**src/rtl/mv_stream_loader_if.sv**
```systemverilog
// AXI-Stream subset carrying job beats into mv_stream_loader.
// The sender takes the master modport and the loader takes the slave modport.
interface mv_stream_loader_if #(
   parameter int unsigned DATA_W = 72
);
   logic [DATA_W-1:0] s_tdata;
   logic              s_tvalid;
   logic              s_tready;
   logic              s_tlast;

   modport master (output s_tdata, output s_tvalid, output s_tlast, input s_tready);
   modport slave  (input s_tdata, input s_tvalid, input s_tlast, output s_tready);
endinterface

```
**src/rtl/mv_stream_loader.sv**
```systemverilog
// Stream loader that fills the vector BRAM and then the NBxNB matrix BRAM from one burst per job.
// Optional macro MV_LOADER_TLAST_CHECK_EN turns a misplaced s_tlast into an ERR outcome.
module mv_stream_loader #(
   parameter int unsigned DATA_W    = 72,
   parameter int unsigned MAX_WIDTH = 384
) (
   input  logic              clk,
   input  logic              rstn,
   input  logic [8:0]        width,
   input  logic              start,
   input  logic              abort,
   mv_stream_loader_if.slave s,
   output logic              mbram_en,
   output logic              mbram_we,
   output logic [11:0]       mbram_addr,
   output logic [DATA_W-1:0] mbram_din,
   output logic              vbram_en,
   output logic              vbram_we,
   output logic [9:0]        vbram_addr,
   output logic [DATA_W-1:0] vbram_din,
   output logic              busy,
   output logic              load_done,
   output logic              error
);

   localparam logic [8:0] MAX_W9 = MAX_WIDTH[8:0];

   typedef enum logic [2:0] {
      ST_IDLE,
      ST_SIZE,
      ST_LOAD_V,
      ST_LOAD_M,
      ST_DONE,
      ST_ERR
   } state_e;

   state_e            state_q, state_d;
   logic [8:0]        width_q, width_d;
   logic [9:0]        blk_cnt_q, blk_cnt_d;
   logic [6:0]        nb_q, nb_d;
   logic [6:0]        row_q, row_d;
   logic [6:0]        col_q, col_d;
   logic [9:0]        v_idx_q, v_idx_d;
   logic [11:0]       m_idx_q, m_idx_d;
   logic              tready_q, tready_d;
   logic              mwe_q, mwe_d;
   logic [11:0]       maddr_q, maddr_d;
   logic [DATA_W-1:0] mdin_q, mdin_d;
   logic              vwe_q, vwe_d;
   logic [9:0]        vaddr_q, vaddr_d;
   logic [DATA_W-1:0] vdin_q, vdin_d;
   logic              busy_q, busy_d;
   logic              done_q, done_d;
   logic              err_q, err_d;

   logic              hs;
   logic              v_last;
   logic              m_last;
   logic              tlast_bad;

   // tready_q is only ever high in LOAD_V/LOAD_M, so hs alone qualifies a beat.
   assign hs     = s.s_tvalid && tready_q;
   assign v_last = ({3'b000, nb_q} == (v_idx_q + 10'd1));
   assign m_last = (row_q == (nb_q - 7'd1)) && (col_q == (nb_q - 7'd1));

`ifdef MV_LOADER_TLAST_CHECK_EN
   assign tlast_bad = hs && (s.s_tlast != ((state_q == ST_LOAD_M) && m_last));
`else
   logic unused_tlast;
   assign unused_tlast = s.s_tlast;
   assign tlast_bad    = 1'b0;
`endif

   always_comb begin
      state_d   = state_q;
      width_d   = width_q;
      blk_cnt_d = blk_cnt_q;
      nb_d      = nb_q;
      row_d     = row_q;
      col_d     = col_q;
      v_idx_d   = v_idx_q;
      m_idx_d   = m_idx_q;
      mwe_d     = 1'b0;
      maddr_d   = maddr_q;
      mdin_d    = mdin_q;
      vwe_d     = 1'b0;
      vaddr_d   = vaddr_q;
      vdin_d    = vdin_q;

      if (abort) begin
         state_d   = ST_IDLE;
         blk_cnt_d = '0;
         nb_d      = '0;
         row_d     = '0;
         col_d     = '0;
         v_idx_d   = '0;
         m_idx_d   = '0;
      end else begin
         unique case (state_q)
            ST_IDLE, ST_DONE, ST_ERR: begin
               if (start) begin
                  width_d   = width;
                  blk_cnt_d = '0;
                  nb_d      = '0;
                  row_d     = '0;
                  col_d     = '0;
                  v_idx_d   = '0;
                  m_idx_d   = '0;
                  state_d   = (width > MAX_W9) ? ST_ERR : ST_SIZE;
               end
            end
            // NB = ceil(width/6) by repeated addition: one block per cycle.
            ST_SIZE: begin
               if (blk_cnt_q >= {1'b0, width_q}) begin
                  state_d = (nb_q == 7'd0) ? ST_DONE : ST_LOAD_V;
               end else begin
                  blk_cnt_d = blk_cnt_q + 10'd6;
                  nb_d      = nb_q + 7'd1;
               end
            end
            ST_LOAD_V: begin
               if (hs) begin
                  vwe_d   = 1'b1;
                  vaddr_d = v_idx_q;
                  vdin_d  = s.s_tdata;
                  v_idx_d = v_idx_q + 10'd1;
                  if (v_last) state_d = ST_LOAD_M;
                  if (tlast_bad) state_d = ST_ERR;
               end
            end
            ST_LOAD_M: begin
               if (hs) begin
                  mwe_d   = 1'b1;
                  maddr_d = m_idx_q;
                  mdin_d  = s.s_tdata;
                  m_idx_d = m_idx_q + 12'd1;
                  if (col_q == (nb_q - 7'd1)) begin
                     col_d = '0;
                     row_d = row_q + 7'd1;
                  end else begin
                     col_d = col_q + 7'd1;
                  end
                  if (m_last) state_d = ST_DONE;
                  if (tlast_bad) state_d = ST_ERR;
               end
            end
            default: state_d = ST_IDLE;
         endcase
      end

      // Ready lags LOAD_V entry by a cycle and drops on the edge that leaves the load states.
      tready_d = ((state_q == ST_LOAD_V) || (state_q == ST_LOAD_M)) &&
                 ((state_d == ST_LOAD_V) || (state_d == ST_LOAD_M));
      busy_d   = (state_d == ST_SIZE) || (state_d == ST_LOAD_V) || (state_d == ST_LOAD_M);
      done_d   = (state_d == ST_DONE);
      err_d    = (state_d == ST_ERR);
   end

   always_ff @(posedge clk or negedge rstn) begin
      if (!rstn) begin
         state_q   <= ST_IDLE;
         width_q   <= '0;
         blk_cnt_q <= '0;
         nb_q      <= '0;
         row_q     <= '0;
         col_q     <= '0;
         v_idx_q   <= '0;
         m_idx_q   <= '0;
         tready_q  <= 1'b0;
         mwe_q     <= 1'b0;
         maddr_q   <= '0;
         mdin_q    <= '0;
         vwe_q     <= 1'b0;
         vaddr_q   <= '0;
         vdin_q    <= '0;
         busy_q    <= 1'b0;
         done_q    <= 1'b0;
         err_q     <= 1'b0;
      end else begin
         state_q   <= state_d;
         width_q   <= width_d;
         blk_cnt_q <= blk_cnt_d;
         nb_q      <= nb_d;
         row_q     <= row_d;
         col_q     <= col_d;
         v_idx_q   <= v_idx_d;
         m_idx_q   <= m_idx_d;
         tready_q  <= tready_d;
         mwe_q     <= mwe_d;
         maddr_q   <= maddr_d;
         mdin_q    <= mdin_d;
         vwe_q     <= vwe_d;
         vaddr_q   <= vaddr_d;
         vdin_q    <= vdin_d;
         busy_q    <= busy_d;
         done_q    <= done_d;
         err_q     <= err_d;
      end
   end

   assign s.s_tready = tready_q;
   assign mbram_en   = mwe_q;
   assign mbram_we   = mwe_q;
   assign mbram_addr = maddr_q;
   assign mbram_din  = mdin_q;
   assign vbram_en   = vwe_q;
   assign vbram_we   = vwe_q;
   assign vbram_addr = vaddr_q;
   assign vbram_din  = vdin_q;
   assign busy       = busy_q;
   assign load_done  = done_q;
   assign error      = err_q;

endmodule
```
**src/flat_wrapper.sv**
```systemverilog
// flat-port wrapper written by rule: the top's interface ports become plain ports
module mv_stream_loader_flat 
#(
   parameter int unsigned DATA_W    = 72,
   parameter int unsigned MAX_WIDTH = 384
)
  (clk, rstn, width, start, abort, mbram_en, mbram_we, mbram_addr, mbram_din, vbram_en, vbram_we, vbram_addr, vbram_din, busy, load_done, error, s_s_tdata, s_s_tvalid, s_s_tlast, s_s_tready);
  mv_stream_loader_if #(.DATA_W(DATA_W)) s_i ();
  input  logic clk;
  input  logic rstn;
  input  logic [8:0] width;
  input  logic start;
  input  logic abort;
  output logic mbram_en;
  output logic mbram_we;
  output logic [11:0] mbram_addr;
  output logic [DATA_W-1:0] mbram_din;
  output logic vbram_en;
  output logic vbram_we;
  output logic [9:0] vbram_addr;
  output logic [DATA_W-1:0] vbram_din;
  output logic busy;
  output logic load_done;
  output logic error;
  input wire logic [$bits(s_i.s_tdata)-1:0] s_s_tdata;
  input wire logic [$bits(s_i.s_tvalid)-1:0] s_s_tvalid;
  input wire logic [$bits(s_i.s_tlast)-1:0] s_s_tlast;
  output wire logic [$bits(s_i.s_tready)-1:0] s_s_tready;
  assign s_i.s_tdata = s_s_tdata;
  assign s_i.s_tvalid = s_s_tvalid;
  assign s_i.s_tlast = s_s_tlast;
  assign s_s_tready = s_i.s_tready;
  mv_stream_loader #(.DATA_W(DATA_W), .MAX_WIDTH(MAX_WIDTH)) u_core (.clk(clk), .rstn(rstn), .width(width), .start(start), .abort(abort), .s(s_i), .mbram_en(mbram_en), .mbram_we(mbram_we), .mbram_addr(mbram_addr), .mbram_din(mbram_din), .vbram_en(vbram_en), .vbram_we(vbram_we), .vbram_addr(vbram_addr), .vbram_din(vbram_din), .busy(busy), .load_done(load_done), .error(error));
endmodule
```
**config.mk**
```make
export PLATFORM = sky130hd
export DESIGN_NAME = mv_stream_loader_flat
export DESIGN_NICKNAME = d
export VERILOG_FILES = /design/src/rtl/mv_stream_loader_if.sv /design/src/rtl/mv_stream_loader.sv /design/src/flat_wrapper.sv
export SDC_FILE = /design/constraint.sdc
export NUM_CORES = 1
export LEC_CHECK = 0
export CORE_MARGIN = 4
export CORE_UTILIZATION = 39
export CTS_CLUSTER_DIAMETER = 100
export DETAILED_ROUTE_END_ITERATION = 12
export DONT_BUFFER_PORTS = 1
export SYNTH_ARGS = -nofsm -noshare
export SYNTH_HDL_FRONTEND = slang
export SYNTH_SLANG_ARGS = --single-unit
```
**constraint.sdc**
```tcl
create_clock -name clk -period 3.2 [get_ports clk]
set_input_delay 0.8 -clock clk [delete_from_list [all_inputs] [get_ports clk]]
set_output_delay 0.8 -clock clk [all_outputs]
set_load 0.02 [all_outputs]
```
==> impl_results.md <==
- Power share of the combinational group: 0.037
- Die area: 0.0294 mm2
- CTS Sinks: 236
- CTS H-tree lvls: 1
- Crit path arrival time: 3.35 ns
- CTS resizes: 0
- Crit-path cells: inv_1 > ha_1 > nor3b_4 > a22oi_1 > or4b_4 > nor3_2 > a31oi_1 > or3_1 > nor3b_1
- Initial antenna violation count: 0
- Largest cells by area after synthesis: dfrtp_1 (57%), nand2_1 (10%), mux2_2 (9.4%)
- Slew @ Worst Pin: 0.766 ns
- Failing checks: hold timing
- Max Cap Violations: 0
- Routed wire length: 25400 um
- Clk_skew: 0.0236 ns
- Die width: 172 um
- P_int: 0.00494 W
- Max Fclk: 0.339 GHz
- Cells after Synth: 1007
- Maximum root-to-sink buffer count: 3
- Cell Area, Synth: 0.0104 mm2
- Fill count: 2454
- EDFF count, synth: 0
- Slew Limit Fails: 0
- DR vias/cell: 5.24
- Final worst slack: 0.248 ns
- Critical path class: flip-flop to flip-flop
- Max stage delay on crit path: 0.53 ns
- Pwr Total: 0.00633 W
- GRT Total Usage: 0.167
- GRT Residual Overflow: 0
- GP Congestion: 0.824
- Routed Antenna Nets: 0
- CTS root buffer: clkbuf_16
- Hold Crit Class: input port to asynchronous set/reset pin
- Sequential power share: 0.480
- Port bufs: 0
- Nets: 1108
- Cell with the most instances after synthesis: nand2_1
- Layout cells sized above 1: 0.158
- Startpoint types: flip-flop
- Switching part of the total: 0.219
- Pwr/cell area: 541 mW/mm2
- DRC viols: 0
- Synth top area share: 0.566
- Ys Warns: 0
- Post-synth cell types: 65
- Row cnt: 59
- CTS tree: built
- Critical Path RT: 3.59 ns
- Slew HR: 0.489
- Leak: 5.89 nW
- Hold Fails Final Rpt: 11
- Cell accounting for the most synthesized area: dfrtp_1
- Number of diodes: 0
- Setup TNS: 0 ns
- IO Pins: 261
- Syn Area/Cell: 10.4 um2
- Fin crit share: 0.923
- Non-Filler Instances: 1359
- Psw: 0.00139 W
- Clock Pin Slew Worst Setup and Hold Paths: 0.07 ns
- CP max-delay cell: or4b_4
- Placed Instances: 1311
- RSZ-0062 raised after global routing: no
- Mapped Nets: 1110
- Via Count: 7115
- Post-synth top cells: nand2_1 (291), dfrtp_1 (236), mux2_2 (87), nor2_1 (53), clkbuf_1 (35)
- Register area share after synthesis: 0.566
- Pre-CTS setup slack: 0.237 ns
- Largest net degree at the start of global routing: 237
- Synth-to-layout area growth: 12.2%
- Main synth FF type: dfrtp_1
- Effective utilization at floorplan: 0.398
- Worst skew pair latency: 0.54 ns
- Wire per inst: 18.7 um
- Setup violations, final: 0
- Number of global-route vias before repair: 7380
- Share of power burned in the clock network: 0.483
- Period minus WS final: 2.95 ns
- Ys async rst share: 1.00
- Peak VDD IR: 0.000349 V
- Core footprint: 0.0262 mm2
- FF+latch count, synth: 236
- CP Max Fanout: 5
- Starting DRT DRC Count: 351
- Setup crit end kind: flip-flop
- Outcome: finished, violations left
- Placed wire-length estimate: 17400 um
- Global-route wire length before repair: 40000 um
- TritonCTS buffer count: 26
- WHS: -0.00519 ns
- 1st-pass router iterations: 4
- Chip height: 172 um
-- worst max-delay path: cells and delay by family, from the launching register on --
family          cells  cell delay, ns
fa+ha+maj           1            0.24
compound gates      2            0.29
simple gates        5            1.79
flops               1            0.38
buf+inv             1            0.09
-- routing by layer --
metal | vias to the layer above | track usage | wire [um]
met5 | - | 0 | 0
met4 | 0 | 0.0558 | 866
met3 | 53 | 0.0593 | 2280
met2 | 247 | 0.264 | 11700
met1 | 3452 | 0.215 | 10600
li1 | 3363 | - | -
-- sequential cells by signal, indices dropped and copies added, names as in the netlist, 9 cells and up --
| register | count |
|---|---|
| u_core.mbram_din | 72 |
| u_core.vbram_din | 72 |
| u_core.m_idx_q | 12 |
| u_core.mbram_addr | 12 |
| u_core.v_idx_q | 10 |
| u_core.vbram_addr | 10 |
| u_core.blk_cnt_q | 9 |
| u_core.width_q | 9 |
-- repair_timing --
item | CTS | global route
buffers inserted | 0 | 1
endpoints found under the setup margin | 0 | 1
hold endpoints to repair | 236 | 236
-- cell families after synthesis --
family	Yosys count	synth area share
simple gates	449	0.189
flops	236	0.566
compound gates	101	0.0618
mux	88	0.0949
buf+inv	71	0.0288
xor+xnor	46	0.0400
fa+ha+maj	16	0.0192
-- power by group through the flow --
stage / Combinational [W] / Sequential (W) / Clock (W)
after floorplan: 0.000182 / 0.00308 / 0
after global routing: 0.000265 / 0.00304 / 0.00327
after global placement: 0.000228 / 0.00309 / 0
after detailed placement: 0.000234 / 0.00309 / 0
after CTS: 0.000235 / 0.00304 / 0.00315
final: 0.000234 / 0.00304 / 0.00306
-- through the flow --
stage	utilization	instance area, um2
floorplan	-	10400
global placement	0.413	10800
detailed placement	0.413	10800
CTS	0.446	11700
global route	0.446	11700
finish	0.446	11700
-- path summary, 6_finish.rpt --
| kind | start | endpoint | slack, ns | depth (start not counted) |
|---|---|---|---|---|
| min reg2reg | u_core.width_q[0]$_DFFE_PN0P_ | u_core.width_q[0]$_DFFE_PN0P_ | 0.52 | 1 |
| max | u_core.nb_q[1]$_DFFE_PN0P_ | u_core.error$_DFF_PN0_ | 0.25 | 9 |
| max in group asynchronous | rstn | u_core.col_q[0]$_DFFE_PN0P_ | 2.58 | 0 |
| min | rstn | u_core.blk_cnt_q[8]$_DFFE_PN0P_ | -0.005 | 0 |
| min in group clk | abort | u_core.nb_q[3]$_DFFE_PN0P_ | 0.31 | 1 |
| max reg2reg | u_core.nb_q[1]$_DFFE_PN0P_ | u_core.error$_DFF_PN0_ | 0.25 | 9 |
-- area by class of cell --
type                    instances  area, um2  area share
clock inverters                12        154      0.0132
multi-input cells             700       4230       0.362
inverters                      22       82.6     0.00706
clock buffers                  35        724      0.0619
repair buffers                 19        180      0.0154
well taps                     335        419      0.0358
flip-flops and latches        236       5910       0.505
-- cell usage in the layout (no fill, tap or decap), types with 2 or more instances in the layout --
cell type,instances
a2111oi_0,3
a211oi_1,6
a21o_1,2
a21oi_1,21
a22o_1,4
a22oi_1,2
a31oi_1,4
and2_1,4
and3_1,13
buf_12,3
buf_4,16
bufinv_16,3
clkbuf_1,5
clkbuf_16,26
clkbuf_8,4
clkinv_2,6
dfrtp_1,236
ha_1,16
inv_1,21
mux2_2,87
nand2_1,291
nand2b_1,7
nand3_1,23
nand4_1,3
nor2_1,52
nor2b_1,9
nor3_1,15
nor3_2,2
nor3b_1,3
nor4_1,6
o211ai_1,4
o21a_1,2
o21ai_0,34
o31ai_1,4
or3_1,6
or4_1,3
xnor2_1,26
xor2_1,19
Power figures use the tool's default switching activity.
